`config.mk`:
```
export PLATFORM = sky130hd
export DESIGN_NAME = mux_4_flat
export DESIGN_NICKNAME = d
export VERILOG_FILES = /design/src/rtl/mux_pkg.sv /design/src/rtl/mux_4_if.sv /design/src/rtl/mux_4_flopenr.sv /design/src/rtl/mux_4.sv /design/src/flat_wrapper.sv
export SDC_FILE = /design/constraint.sdc
export NUM_CORES = 1
export LEC_CHECK = 0
export CAP_MARGIN = 40
export CORE_MARGIN = 10
export CORE_UTILIZATION = 34
export DETAILED_ROUTE_END_ITERATION = 16
export PLACE_DENSITY = 0.89
export SLEW_MARGIN = 20
export SYNTH_ARGS = -nofsm -noshare
export SYNTH_HDL_FRONTEND = slang
export SYNTH_HIERARCHICAL = 1
export SYNTH_SLANG_ARGS = --single-unit
```
`constraint.sdc`:
```
create_clock -name clk -period 1.9 [get_ports clk]
set_input_delay 0.38 -clock clk [delete_from_list [all_inputs] [get_ports clk]]
set_output_delay 0.38 -clock clk [all_outputs]
set_load 0.05 [all_outputs]
```
`src/rtl/mux_pkg.sv`:
```
// -----------------------------------------------------------------------------
// mux_pkg
// Shared definitions for the 4:1 datapath selector.
//   sel_e         : the four select codes, one per data input
//   DEFAULT_WIDTH : data width used when a user does not override WIDTH
// -----------------------------------------------------------------------------
package mux_pkg;

  typedef enum logic [1:0] {
    SEL_D0 = 2'b00,
    SEL_D1 = 2'b01,
    SEL_D2 = 2'b10,
    SEL_D3 = 2'b11
  } sel_e;

  localparam int DEFAULT_WIDTH = 8;

endpackage : mux_pkg

```
`src/rtl/mux_4_if.sv`:
```
// -----------------------------------------------------------------------------
// mux_4_if
// Bundles the data, select and enable inputs of the selector together with
// its combinational and registered results.
//   en      : load enable for the registered result (idles at 1)
//   d0..d3  : data inputs, WIDTH bits each (d1 idles at 0)
//   sel     : 2-bit select code, see mux_pkg::sel_e
//   y       : combinational selected data
//   y_r     : registered selected data
// Modports:
//   master : the side that sources data/select and consumes results
//   slave  : the selector itself
// en and d1 carry initial values so a consumer that never drives them sees
// the documented defaults (en=1, d1=0).
// -----------------------------------------------------------------------------
interface mux_4_if #(
  parameter int WIDTH = mux_pkg::DEFAULT_WIDTH
);

  logic             en = 1'b1;
  logic [WIDTH-1:0] d0;
  logic [WIDTH-1:0] d1 = '0;
  logic [WIDTH-1:0] d2;
  logic [WIDTH-1:0] d3;
  logic [1:0]       sel;
  logic [WIDTH-1:0] y;
  logic [WIDTH-1:0] y_r;

  modport master (
    output en,
    output d0,
    output d1,
    output d2,
    output d3,
    output sel,
    input  y,
    input  y_r
  );

  modport slave (
    input  en,
    input  d0,
    input  d1,
    input  d2,
    input  d3,
    input  sel,
    output y,
    output y_r
  );

endinterface : mux_4_if

```
`src/rtl/mux_4_flopenr.sv`:
```
// -----------------------------------------------------------------------------
// flopenr
// WIDTH-wide register with load enable and asynchronous active-high reset.
//   clk   : rising-edge clock
//   reset : asynchronous, active-high; clears q immediately, dominates en
//   en    : when high, q loads d on the rising edge; otherwise q holds
//   d     : next value
//   q     : registered value
// -----------------------------------------------------------------------------
module flopenr #(
  parameter int WIDTH = mux_pkg::DEFAULT_WIDTH
) (
  input  logic             clk,
  input  logic             reset,
  input  logic             en,
  input  logic [WIDTH-1:0] d,
  output logic [WIDTH-1:0] q
);

  logic [WIDTH-1:0] q_reg;

  always_ff @(posedge clk or posedge reset) begin
    if (reset) begin
      q_reg <= '0;
    end else if (en) begin
      q_reg <= d;
    end
  end

  assign q = q_reg;

endmodule : flopenr

```
`src/rtl/mux_4.sv`:
```
// -----------------------------------------------------------------------------
// mux_4
// 4:1 data selector for operand/result source selection, with an optional
// registered copy of the selected value.
//   clk   : rising-edge clock for y_r
//   reset : asynchronous, active-high; clears y_r only
//   bus   : mux_4_if.slave
//             en, d0..d3, sel in; y (combinational), y_r (registered) out
// WIDTH must match the WIDTH of the connected interface instance (1..64).
// -----------------------------------------------------------------------------
module mux_4
  import mux_pkg::*;
#(
  parameter int WIDTH = DEFAULT_WIDTH
) (
  input  logic    clk,
  input  logic    reset,
  mux_4_if.slave  bus
);

  logic [WIDTH-1:0] y_next;
  logic [WIDTH-1:0] y_r_q;

  // The selector has no dependence on clk/reset/en. An unknown select code
  // falls to the default branch, so simulation shows all-X on y while
  // synthesis is free to treat it as don't-care.
  always_comb begin
    y_next = 'x;
    unique case (sel_e'(bus.sel))
      SEL_D0:  y_next = bus.d0;
      SEL_D1:  y_next = bus.d1;
      SEL_D2:  y_next = bus.d2;
      SEL_D3:  y_next = bus.d3;
      default: y_next = 'x;
    endcase
  end

  assign bus.y = y_next;

  // The register samples the combinational result, so y_r is y delayed by
  // exactly one enabled clock edge.
  flopenr #(
    .WIDTH (WIDTH)
  ) u_yr (
    .clk   (clk),
    .reset (reset),
    .en    (bus.en),
    .d     (y_next),
    .q     (y_r_q)
  );

  assign bus.y_r = y_r_q;

endmodule : mux_4

```
`src/flat_wrapper.sv`:
```
// flat-port wrapper written by rule: the top's interface ports become plain ports
module mux_4_flat import mux_pkg::*;
#(
  parameter int WIDTH = DEFAULT_WIDTH
)
  (clk, reset, bus_d0, bus_d2, bus_d3, bus_sel, bus_y, bus_y_r);
  mux_4_if #(.WIDTH(WIDTH)) bus_i ();
  input  logic clk;
  input  logic reset;
  input wire logic [$bits(bus_i.d0)-1:0] bus_d0;
  input wire logic [$bits(bus_i.d2)-1:0] bus_d2;
  input wire logic [$bits(bus_i.d3)-1:0] bus_d3;
  input wire logic [$bits(bus_i.sel)-1:0] bus_sel;
  output wire logic [$bits(bus_i.y)-1:0] bus_y;
  output wire logic [$bits(bus_i.y_r)-1:0] bus_y_r;
  assign bus_i.d0 = bus_d0;
  assign bus_i.d2 = bus_d2;
  assign bus_i.d3 = bus_d3;
  assign bus_i.sel = bus_sel;
  assign bus_y = bus_i.y;
  assign bus_y_r = bus_i.y_r;
  mux_4 #(.WIDTH(WIDTH)) u_core (.clk(clk), .reset(reset), .bus(bus_i));
endmodule
```
### Word level (Yosys, flattened, before mapping)

Cells that the tools add are included.

* reduce and logical (&&, ||, !) cells: 1
* mux-type cells: 1
* eq/ne operators: 3

Operators by type and width (count)
* $pmux 8 s4: 1
* $eq 2x2->1 const B: 2
* $eq 2x1->1 const B: 1
* $logic_not 2->1: 1

* output and inout bits: 16
* flip-flop bits (word level): 8
* input port bits: 28
* logic and storage cells: 6

### Depth between registers and ports, before layout

Gate-level depths: netlist of run 1.

* depth in word-level cells: 2
* gate-level depth with buffers: 3

### Hierarchy

The synthesis of run 1 kept the hierarchy.

By module, submodules not included
* flopenr: times used 1, area each 335.3 um^2, sequential area each 200.2 um^2, cells each 18
* mux_4: times used 1, area each 196.4 um^2, sequential area each 0.0 um^2, cells each 10
* mux_4_flat: times used 1, area each 7.5 um^2, sequential area each 0.0 um^2, cells each 2

### Least setup slack after synthesis of run 1

OpenSTA, ideal clock, no wires.

* path kind: input-to-reg
* start point: input bus_sel[0]
* end point: register u_core.u_yr.q_reg[0] (netlist: u_core/u_yr/q[0])
* arrival time: 1.487 ns
* stages on the path: 3
* required time: 1.775 ns
* path buffers: 1
* slack: 0.288 ns
* path through: buf_6 -> mux4_2 -> mux2_4

* longest elaborated chain between the ends: 2

Ends and longest elaborated chain
* from (decl): line flat_wrapper.sv:13 `input wire logic [$bits(bus_i.sel)-1:0] bus_sel;`
* $eq 2x2->1, or another cell as far along: line mux_4.sv:29 `unique case (sel_e'(bus.sel))`
* $pmux 8 s4 *: line mux_4.sv:29
* net bus_y[0]: line flat_wrapper.sv:14 `output wire logic [$bits(bus_i.y)-1:0] bus_y;`
* to (signal assigned): line mux_4_flopenr.sv:24 `q_reg <= '0;`
* to (signal assigned): line mux_4_flopenr.sv:26 `q_reg <= d;`
* to (decl): line mux_4_flopenr.sv:20 `logic [WIDTH-1:0] q_reg;`

The timed path passes the listed nets; every way through them passes the cells marked *.

### Final worst setup path of run 1

* start point: input bus_sel[0]
* end point: output bus_y[2]

* longest elaborated chain between the ends: 2

Ends and longest elaborated chain (line)
* $eq 2x2->1, or another cell as far along: mux_4.sv:29
* $pmux 8 s4 *: mux_4.sv:29
* to (decl): flat_wrapper.sv:14

Mark *: on every way between the ends. The rest lies on a longest branch, timed or not.

==> impl_metrics.csv, run 1 <==
group,metric,value,unit
clocking,ctsHoldBuffers,0,
sta,timing.final.crit_share,97.6,%
detailed_routing,wire_per_inst,17.6,um
power_and_ir_drop,p_per_area,707,nW/um2
clocking,clk_pin_slew,0.05,ns
detailed_routing,via_per_inst,4.57,
sta,worst_pin_slew,0.503,ns
power_and_ir_drop,pwr-share-clk,16.5,%
clocking,cts_buffer_depth,2,
detailed_routing,drtAntennaViolNets,0,
power_and_ir_drop,switching_share,38.4,%
status,outcome,"finished clean",
yosys,yosysTopAreaCell,"dfrtp_1",
sta,setup_viol,0,
clocking,cts-buffers-inserted,3,
detailed_routing,route.detailed.drc,0,
cells_and_area,stdcell_count,99,
worst_setup_path,arrival,1.47,ns
cells_and_area,drive_gt1_share,38.6,%
global_route,grt_pass1_wl,2700,um
cells_and_area,largest_reg_flops,8,
yosys,syn-cell-area,539,um2
die,initial_utilization,35.8,%
global_route,globalRouteOverflowTotal,0,
worst_setup_path,crit_chain,"dlygate4sd2_1 -> buf_12 -> mux4_2 -> buf_8",
worst_setup_path,worst-setup-path-type,"primary input to output pin",
detailed_routing,vias,452,
die,dieArea,3580,um2
global_route,antenna_found_initial,0,
power_and_ir_drop,leakagePower,0.478,nW
clocking,root_buffer,"clkbuf_4",
power_and_ir_drop,p_sw,0.288,mW
die,die_h,59.8,um
cells_and_area,syn_to_final_growth,96.5,%
worst_setup_path,cp.required,1.52,ns
sta,final_hold_viol_count,0,
yosys,yosysWarningCount,6,
yosys,syn_inst,30,
sta,relSlewSlack,66.4,%
sta,max_freq,0.539,GHz
run,drv_cap,0,
detailed_routing,routed_wl,1750,um
worst_setup_path,max_stage_delay,0.54,ns
yosys,ys_ff_latch,8,
global_route,grt_max_degree,9,
yosys,synth_top_cells_by_area,"dfrtp_1 37%, mux4_2 33%, mux2_4 22%, buf_6 4.2%, conb_1 1.4%",
worst_setup_path,endpoint_kind,"output pin",
cells_and_area,nNetsFinal,113,
worst_setup_path,cpLargestDelayFamily,"buffers and inverters",
detailed_routing,drtIter0Drc,8,
die,fp.coreArea,1510,um2
detailed_routing,dr.pass1.iters,3,
clocking,htreeDepth,1,
place,portBuffers,43,
global_route,grt_pass1_vias,493,
place,placed_cells,95,
clocking,clock_sinks,8,
die,die_w,59.8,um
yosys,yosysUniqueCellTypes,7,
worst_setup_path,crit_buf_inv,3,
sta,fin_crit,1.85,ns
power_and_ir_drop,pwr-share-seq,28.2,%
yosys,synth_area_per_cell,18.0,um2
worst_setup_path,worst-path-max-fanout,8,
worst_hold_path,hold_class,"primary input to asynchronous set/reset pin",
sta,setup-tns-final,0,ns
cells_and_area,antenna_cells,0,
sta,rsz0062_at_grt,"no",
power_and_ir_drop,combPwrFrac,55.2,%
sta,maxSlewViolCount,0,
clocking,cts_tree,"done",
worst_setup_path,crit_path_top_delay_cell,"mux4_2",
die,core.rowCount,14,
yosys,ys_seq_area_share,37.1,%
worst_setup_path,startpoint_type,"primary input",
yosys,synth_largest_type_area_fraction,37.1,%
power_and_ir_drop,power.internal,0.461,mW
global_route,track_usage,9.83,%
place,place_congestion,0.705,
power_and_ir_drop,ir_drop,0.353,mV
cells_and_area,fillers,107,
die,io_pins,44,
-- stage by stage --
| stage | cell area [um2] | power (mW) | worst slack (ns) | hold slack [ns] | util (%) |
|---|---|---|---|---|---|
| 6_report | 1060 | 0.749 | 0.0454 | 0.379 | 70.3 |
| 5_1_grt | 1060 | 0.783 | 0.0162 | 0.397 | 70.3 |
| 4_1_cts | 1050 | 0.756 | 0.0140 | 0.377 | 69.7 |
| 3_5_place_dp | 991 | 0.612 | -0.247 | 0.637 | 65.8 |
| 3_3_place_gp | 991 | 0.606 | -0.240 | 0.636 | 65.8 |
| 2_1_floorplan | 566 | 0.463 | 0.288 | 0.196 | - |
-- cell usage in the layout, fill, tap and decap left out --
cell             Yosys  final
buf_12               0      1
buf_4                0      3
buf_6                2      8
buf_8                0      1
clkbuf_4             0      3
clkdlybuf4s50_1      0     31
conb_1               2      9
dfrtp_1              8      8
dlygate4sd2_1        0      1
dlymetal6s2s_1       0      1
inv_1                1      1
mux2_4               8      8
mux4_2               8      8
-- cells in the mapped netlist --
cell      n
dfrtp_1   8
clkbuf_2  1
mux2_4    8
inv_1     1
mux4_2    8
buf_6     2
conb_1    2
-- power by group through the flow --
stage               Clock (mW)  Sequential [mW]  Combinational [mW]
floorplan                    0            0.304               0.159
global placement             0            0.213               0.393
detailed placement           0            0.216               0.396
CTS                      0.131            0.213               0.413
global route             0.137            0.216               0.430
finish                   0.124            0.212               0.414
-- area by class of cell --
| class | instances | area, um2 | share of cell area [%] |
|---|---|---|---|
| Sequential cell | 8 | 200 | 18.9 |
| Multi-Input combinational cell | 25 | 334 | 31.5 |
| Inverter | 1 | 3.75 | 0.354 |
| Clock buffer | 3 | 22.5 | 2.13 |
| Tap cell | 16 | 20.0 | 1.89 |
| Timing Repair Buffer | 46 | 479 | 45.2 |
-- routing by layer --
metal | share of wire (%) | wire [um] | global-route usage, % | vias up
li1 | - | - | - | 214
met1 | 38 | 668 | 10.9 | 218
met2 | 54 | 937 | 16.6 | 18
met3 | 7.6 | 133 | 2.75 | 2
met4 | 0.34 | 6 | 4.81 | 0
met5 | 0 | 0 | 0 | -
-- kinds of logic after synthesis --
kind of cell | count (synthesis) | share of synthesized area (%)
DFF | 8 | 37.1
muxes | 16 | 55.7
buffers and inverters | 4 | 5.80
other | 2 | 1.39
-- worst max path at each step --
| stage | cells after the start | endpoint | from |
|---|---|---|---|
| 2_1_floorplan | 3 | u_core/u_yr/q[0]$_DFFE_PP0P_ | bus_sel[0] |
| 3_3_place_gp | 4 | bus_y[5] | bus_sel[0] |
| 3_5_place_dp | 4 | bus_y[2] | bus_sel[0] |
| 4_1_cts | 4 | bus_y[2] | bus_sel[1] |
| 5_1_grt | 4 | bus_y[2] | bus_sel[0] |
| 6_report | 4 | bus_y[2] | bus_sel[0] |
-- repair_timing --
| action | CTS | global route |
|---|---|---|
| endpoints found under the setup margin | 8 | 6 |
| setup buffers | 0 | 1 |
| gates resized for setup | 11 | 1 |
Note: power is estimated with default switching activity, not from simulation.
==> inputs of run 2 (changes only) <==
==> constraint.sdc (replaced) <==
create_clock -name clk -period 1.9 [get_ports clk]
set_input_delay 0.285 -clock clk [delete_from_list [all_inputs] [get_ports clk]]
set_output_delay 0.285 -clock clk [all_outputs]
set_load 0.05 [all_outputs]
==> run 2 against run 1 <==
  * Setup slack better by 0.022 ns
  * Non-clock buffer count is 2 lower
  * Maximum frequency is 1.2% higher
  * Critical path type unchanged
  * Largest cell class unchanged
==> impl_metrics.csv, run 2 (synthesis results as in run 1) <==
group,metric,value,unit
status,outcome,"finished clean",
die,die_h,59.8,um
detailed_routing,via_per_inst,4.78,
die,io_pins,44,
detailed_routing,route.detailed.drc,0,
cells_and_area,antenna_cells,0,
clocking,htreeDepth,1,
cells_and_area,stdcell_count,97,
place,portBuffers,43,
detailed_routing,vias,464,
clocking,root_buffer,"clkbuf_4",
place,place_congestion,0.700,
cells_and_area,largest_reg_flops,8,
die,die_w,59.8,um
die,dieArea,3580,um2
clocking,cts_tree,"done",
place,dp.final_hpwl,1650,um
global_route,grt_pass1_wl,2680,um
sta,relSlewSlack,66.3,%
power_and_ir_drop,leakagePower,0.452,nW
worst_setup_path,cpLargestDelayFamily,"buffers and inverters",
power_and_ir_drop,p_per_area,722,nW/um2
sta,worst_pin_slew,0.505,ns
die,fp.coreArea,1510,um2
global_route,grt_max_degree,9,
power_and_ir_drop,ir_drop,0.290,mV
sta,setup_viol,0,
global_route,globalRouteOverflowTotal,0,
sta,fin_crit,1.83,ns
cells_and_area,postLayoutCellArea,1030,um2
clocking,ctsHoldBuffers,0,
worst_setup_path,worst-path-max-fanout,8,
cells_and_area,drive_gt1_share,34.6,%
worst_setup_path,startpoint_type,"primary input",
worst_setup_path,crit_path_top_delay_cell,"clkdlybuf4s50_1",
worst_setup_path,crit_chain,"clkdlybuf4s50_1 -> mux4_2 -> buf_8",
place,placed_cell_area,988,um2
clocking,clk_pin_slew,0.05,ns
sta,rsz0062_at_grt,"no",
clocking,cts_buffer_depth,2,
sta,timing.final.crit_share,96.5,%
detailed_routing,drtIter0Drc,6,
global_route,antenna_found_initial,0,
global_route,track_usage,10.0,%
clocking,post_cts_buffers,0,
die,initial_utilization,35.8,%
worst_hold_path,hold_class,"primary input to asynchronous set/reset pin",
worst_setup_path,arrival,1.55,ns
sta,max_freq,0.546,GHz
cells_and_area,layout_commonest_cell,"clkdlybuf4s50_1",
cells_and_area,nNetsFinal,111,
power_and_ir_drop,p_total,0.746,mW
clocking,cts-buffers-inserted,3,
worst_setup_path,max_stage_delay,0.67,ns
worst_setup_path,worst-setup-path-type,"primary input to output pin",
worst_setup_path,crit_buf_inv,2,
global_route,grt_pass1_vias,459,
worst_setup_path,cp.required,1.62,ns
place,placed_cells,94,
die,core.rowCount,14,
detailed_routing,dr.pass1.iters,4,
clocking,clock_sinks,8,
run,drv_cap,0,
cells_and_area,layout_common_cells,"34 x clkdlybuf4s50_1, 9 x conb_1, 8 x mux4_2, 8 x mux2_4, 8 x dfrtp_1",
detailed_routing,routed_wl,1820,um
detailed_routing,wire_per_inst,18.8,um
sta,maxSlewViolCount,0,
worst_setup_path,endpoint_kind,"output pin",
cells_and_area,syn_to_final_growth,91.4,%
sta,final_hold_viol_count,0,
detailed_routing,drtAntennaViolNets,0,
==> run 2: cell count changes in the layout (fill, tap and decap cells not counted) <==
cell	before	now
clkdlybuf4s50_1	31	34
dlymetal6s2s_1	1	0
buf_6	8	4
==> run 2: worst max-delay path by stage <==
| stage | slack [ns] | startpoint | to | cells after the start |
|---|---|---|---|---|
| floorplan | 0.38 | bus_sel[0] | u_core/u_yr/q[0]$_DFFE_PP0P_ | 3 |
| global placement | -0.05 | bus_sel[0] | bus_y[5] | 4 |
| detailed placement | -0.07 | bus_sel[0] | bus_y[6] | 4 |
| CTS | 0.05 | bus_sel[1] | bus_y[6] | 3 |
| global route | 0.003 | bus_sel[1] | bus_y[6] | 3 |
| finish | 0.07 | bus_sel[1] | bus_y[6] | 3 |
==> run 2: layout make-up <==
class / instances / area [um2]
Timing Repair Buffer: 44 / 452
Sequential cell: 8 / 200
Clock buffer: 3 / 22.5
Multi-Input combinational cell: 25 / 334
Tap cell: 16 / 20.0
Inverter: 1 / 3.75
Fill cell: 113 / 474
==> run 2: through the flow <==
stage,hold WS [ns],util [%],worst slack [ns],TNS (ns)
after floorplan,0.101,-,0.383,0
after global placement,0.539,65.6,-0.0504,-0.339
after detailed placement,0.542,65.6,-0.0702,-0.427
after CTS,0.284,68.5,0.0517,0
after global routing,0.304,68.5,0.00348,0
final,0.279,68.5,0.0672,0
==> run 2: timing repair <==
item / in CTS / in global routing
gates resized for setup: 7 / 0
setup endpoints to repair: 8 / 0
endpoints found under the hold margin: 0 / 0
==> run 2: where the power goes <==
part / internal, mW / switching (mW)
clock network: 0.0721 / 0.0553
registers: 0.197 / 0.0150
logic: 0.187 / 0.219
==> run 2: per-layer routing <==
metal  part of all wire (%)  global-route usage [%]
met2                     58                    19.0
met1                     33                    9.96
met5                      0                       0
met3                    8.2                    2.75
met4                    1.4                    3.85
==> inputs of run 3 (changes only) <==
CELL_PAD_IN_SITES_DETAIL_PLACEMENT = 0   (was not set)
CELL_PAD_IN_SITES_GLOBAL_PLACEMENT = 1   (was not set)
CORE_UTILIZATION = 25   (was 34)
==> run 3 against run 2 <==
  * Setup slack better by 0.00096 ns
  * First-iteration DRC count is 83% lower
  * Global-route usage is 2.1 points lower
  * Count of clock-buffer cells in the layout stayed put
  * Core utilization is 15 points lower
  * Critical path depth stayed put
  * Final cell count is 12% higher
  * Final area is 3.2% higher
==> impl_metrics.csv, run 3 (synthesis results as in run 1) <==
group,metric,value,unit
cells_and_area,layout_commonest_cell,"clkdlybuf4s50_1",
detailed_routing,wire_per_inst,15.4,um
sta,max_freq,0.546,GHz
place,placed_cell_area,1000,um2
sta,relSlewSlack,66.5,%
cells_and_area,postLayoutCellArea,1060,um2
sta,fin_crit,1.83,ns
power_and_ir_drop,pwr-share-clk,16.3,%
clocking,root_buffer,"clkbuf_4",
sta,worst_pin_slew,0.500,ns
global_route,grt_pass1_wl,2680,um
clocking,cts-buffers-inserted,3,
die,io_pins,44,
detailed_routing,dr.pass1.iters,2,
detailed_routing,vias,463,
clocking,ctsHoldBuffers,0,
cells_and_area,antenna_cells,0,
worst_setup_path,max_stage_delay,0.67,ns
cells_and_area,layout_common_cells,"34 x clkdlybuf4s50_1, 9 x conb_1, 8 x mux4_2, 8 x mux2_4, 8 x dfrtp_1",
place,portBuffers,43,
power_and_ir_drop,power.internal,0.462,mW
worst_hold_path,hold_class,"primary input to asynchronous set/reset pin",
die,core.rowCount,16,
die,die_w,66.4,um
status,outcome,"finished clean",
clocking,cts_buffer_depth,2,
clocking,clock_sinks,8,
sta,rsz0062_at_grt,"no",
worst_setup_path,startpoint_type,"primary input",
detailed_routing,route.detailed.drc,0,
global_route,track_usage,7.93,%
place,place_congestion,0.639,
die,initial_utilization,26.9,%
global_route,grt_max_degree,9,
run,drv_cap,0,
detailed_routing,via_per_inst,4.25,
cells_and_area,drive_gt1_share,35.4,%
clocking,clk_pin_slew,0.05,ns
worst_setup_path,cp.required,1.62,ns
power_and_ir_drop,p_per_area,702,nW/um2
worst_setup_path,crit_chain,"clkdlybuf4s50_1 -> mux4_2 -> buf_8",
detailed_routing,drtAntennaViolNets,0,
die,fp.coreArea,2000,um2
die,die_h,66.4,um
worst_setup_path,worst-path-max-fanout,8,
cells_and_area,syn_to_final_growth,97.4,%
global_route,globalRouteOverflowTotal,0,
power_and_ir_drop,p_total,0.748,mW
sta,final_hold_viol_count,0,
global_route,grt_pass1_vias,551,
cells_and_area,nNetsFinal,112,
worst_setup_path,crit_path_top_delay_cell,"clkdlybuf4s50_1",
cells_and_area,largest_reg_flops,8,
sta,maxSlewViolCount,0,
power_and_ir_drop,leakagePower,0.461,nW
sta,timing.final.crit_share,96.4,%
power_and_ir_drop,switching_share,38.2,%
clocking,cts_tree,"done",
power_and_ir_drop,combPwrFrac,55.3,%
detailed_routing,routed_wl,1680,um
worst_setup_path,worst-setup-path-type,"primary input to output pin",
die,dieArea,4410,um2
power_and_ir_drop,ir_drop,0.442,mV
power_and_ir_drop,p_sw,0.286,mW
sta,setup_viol,0,
global_route,antenna_found_initial,0,
power_and_ir_drop,pwr-share-seq,28.5,%
worst_setup_path,endpoint_kind,"output pin",
worst_setup_path,arrival,1.55,ns
detailed_routing,drtIter0Drc,1,
clocking,htreeDepth,1,
## run 3: power groups by stage
stage	sequential (mW)	clock (mW)	combinational, mW
4_1_cts	0.214	0.127	0.418
2_1_floorplan	0.304	0	0.159
6_report	0.213	0.122	0.413
3_3_place_gp	0.215	0	0.396
5_1_grt	0.217	0.135	0.431
3_5_place_dp	0.215	0	0.399
## run 3: worst max-delay path, delay by kind of cell
family	cells	cell delay [ns]
buffers and inverters	2	0.85
muxes	1	0.41
## run 3: final timing paths
| kind | slack, ns | from | endpoint | cells after the start |
|---|---|---|---|---|
| worst max-delay path | 0.07 | bus_sel[1] | bus_y[0] | 3 |
| worst min-delay path | 0.28 | reset | u_core/u_yr/q[7]$_DFFE_PP0P_ | 2 |
| min in group clk | 0.83 | bus_sel[0] | u_core/u_yr/q[3]$_DFFE_PP0P_ | 4 |
| max in group asynchronous | 1.41 | reset | u_core/u_yr/q[4]$_DFFE_PP0P_ | 2 |
## run 3: layout make-up
class                           count  area [um2]
Inverter                            1        3.75
Timing Repair Buffer               45         470
Multi-Input combinational cell     25         334
Tap cell                           27        33.8
Fill cell                         180         937
Clock buffer                        3        22.5
Sequential cell                     8         200
## run 3: timing repair
item	in CTS	in global routing
setup buffers	1	0
hold endpoints to repair	0	0
gates resized for setup	10	0
setup endpoints to repair	8	0
## run 3: metrics by stage
| step | util [%] | setup TNS, ns | cells | hold slack (ns) | setup WS [ns] |
|---|---|---|---|---|---|
| after global placement | 50.1 | -0.346 | 105 | 0.537 | -0.0492 |
| after global routing | 53.2 | 0 | 109 | 0.305 | 0.0150 |
| after CTS | 53.2 | 0 | 109 | 0.280 | 0.0599 |
| after detailed placement | 50.1 | -0.386 | 105 | 0.542 | -0.0642 |
| final | 53.2 | 0 | 109 | 0.279 | 0.0681 |
| after floorplan | - | 0 | 37 | 0.101 | 0.383 |
## run 3: layer usage
layer,up-vias,track usage (%),part of all wire [%]
met2,23,14.0,53
met4,0,3.14,1.5
met3,4,4.75,14
li1,212,-,-
met1,224,7.23,32
met5,-,0,0
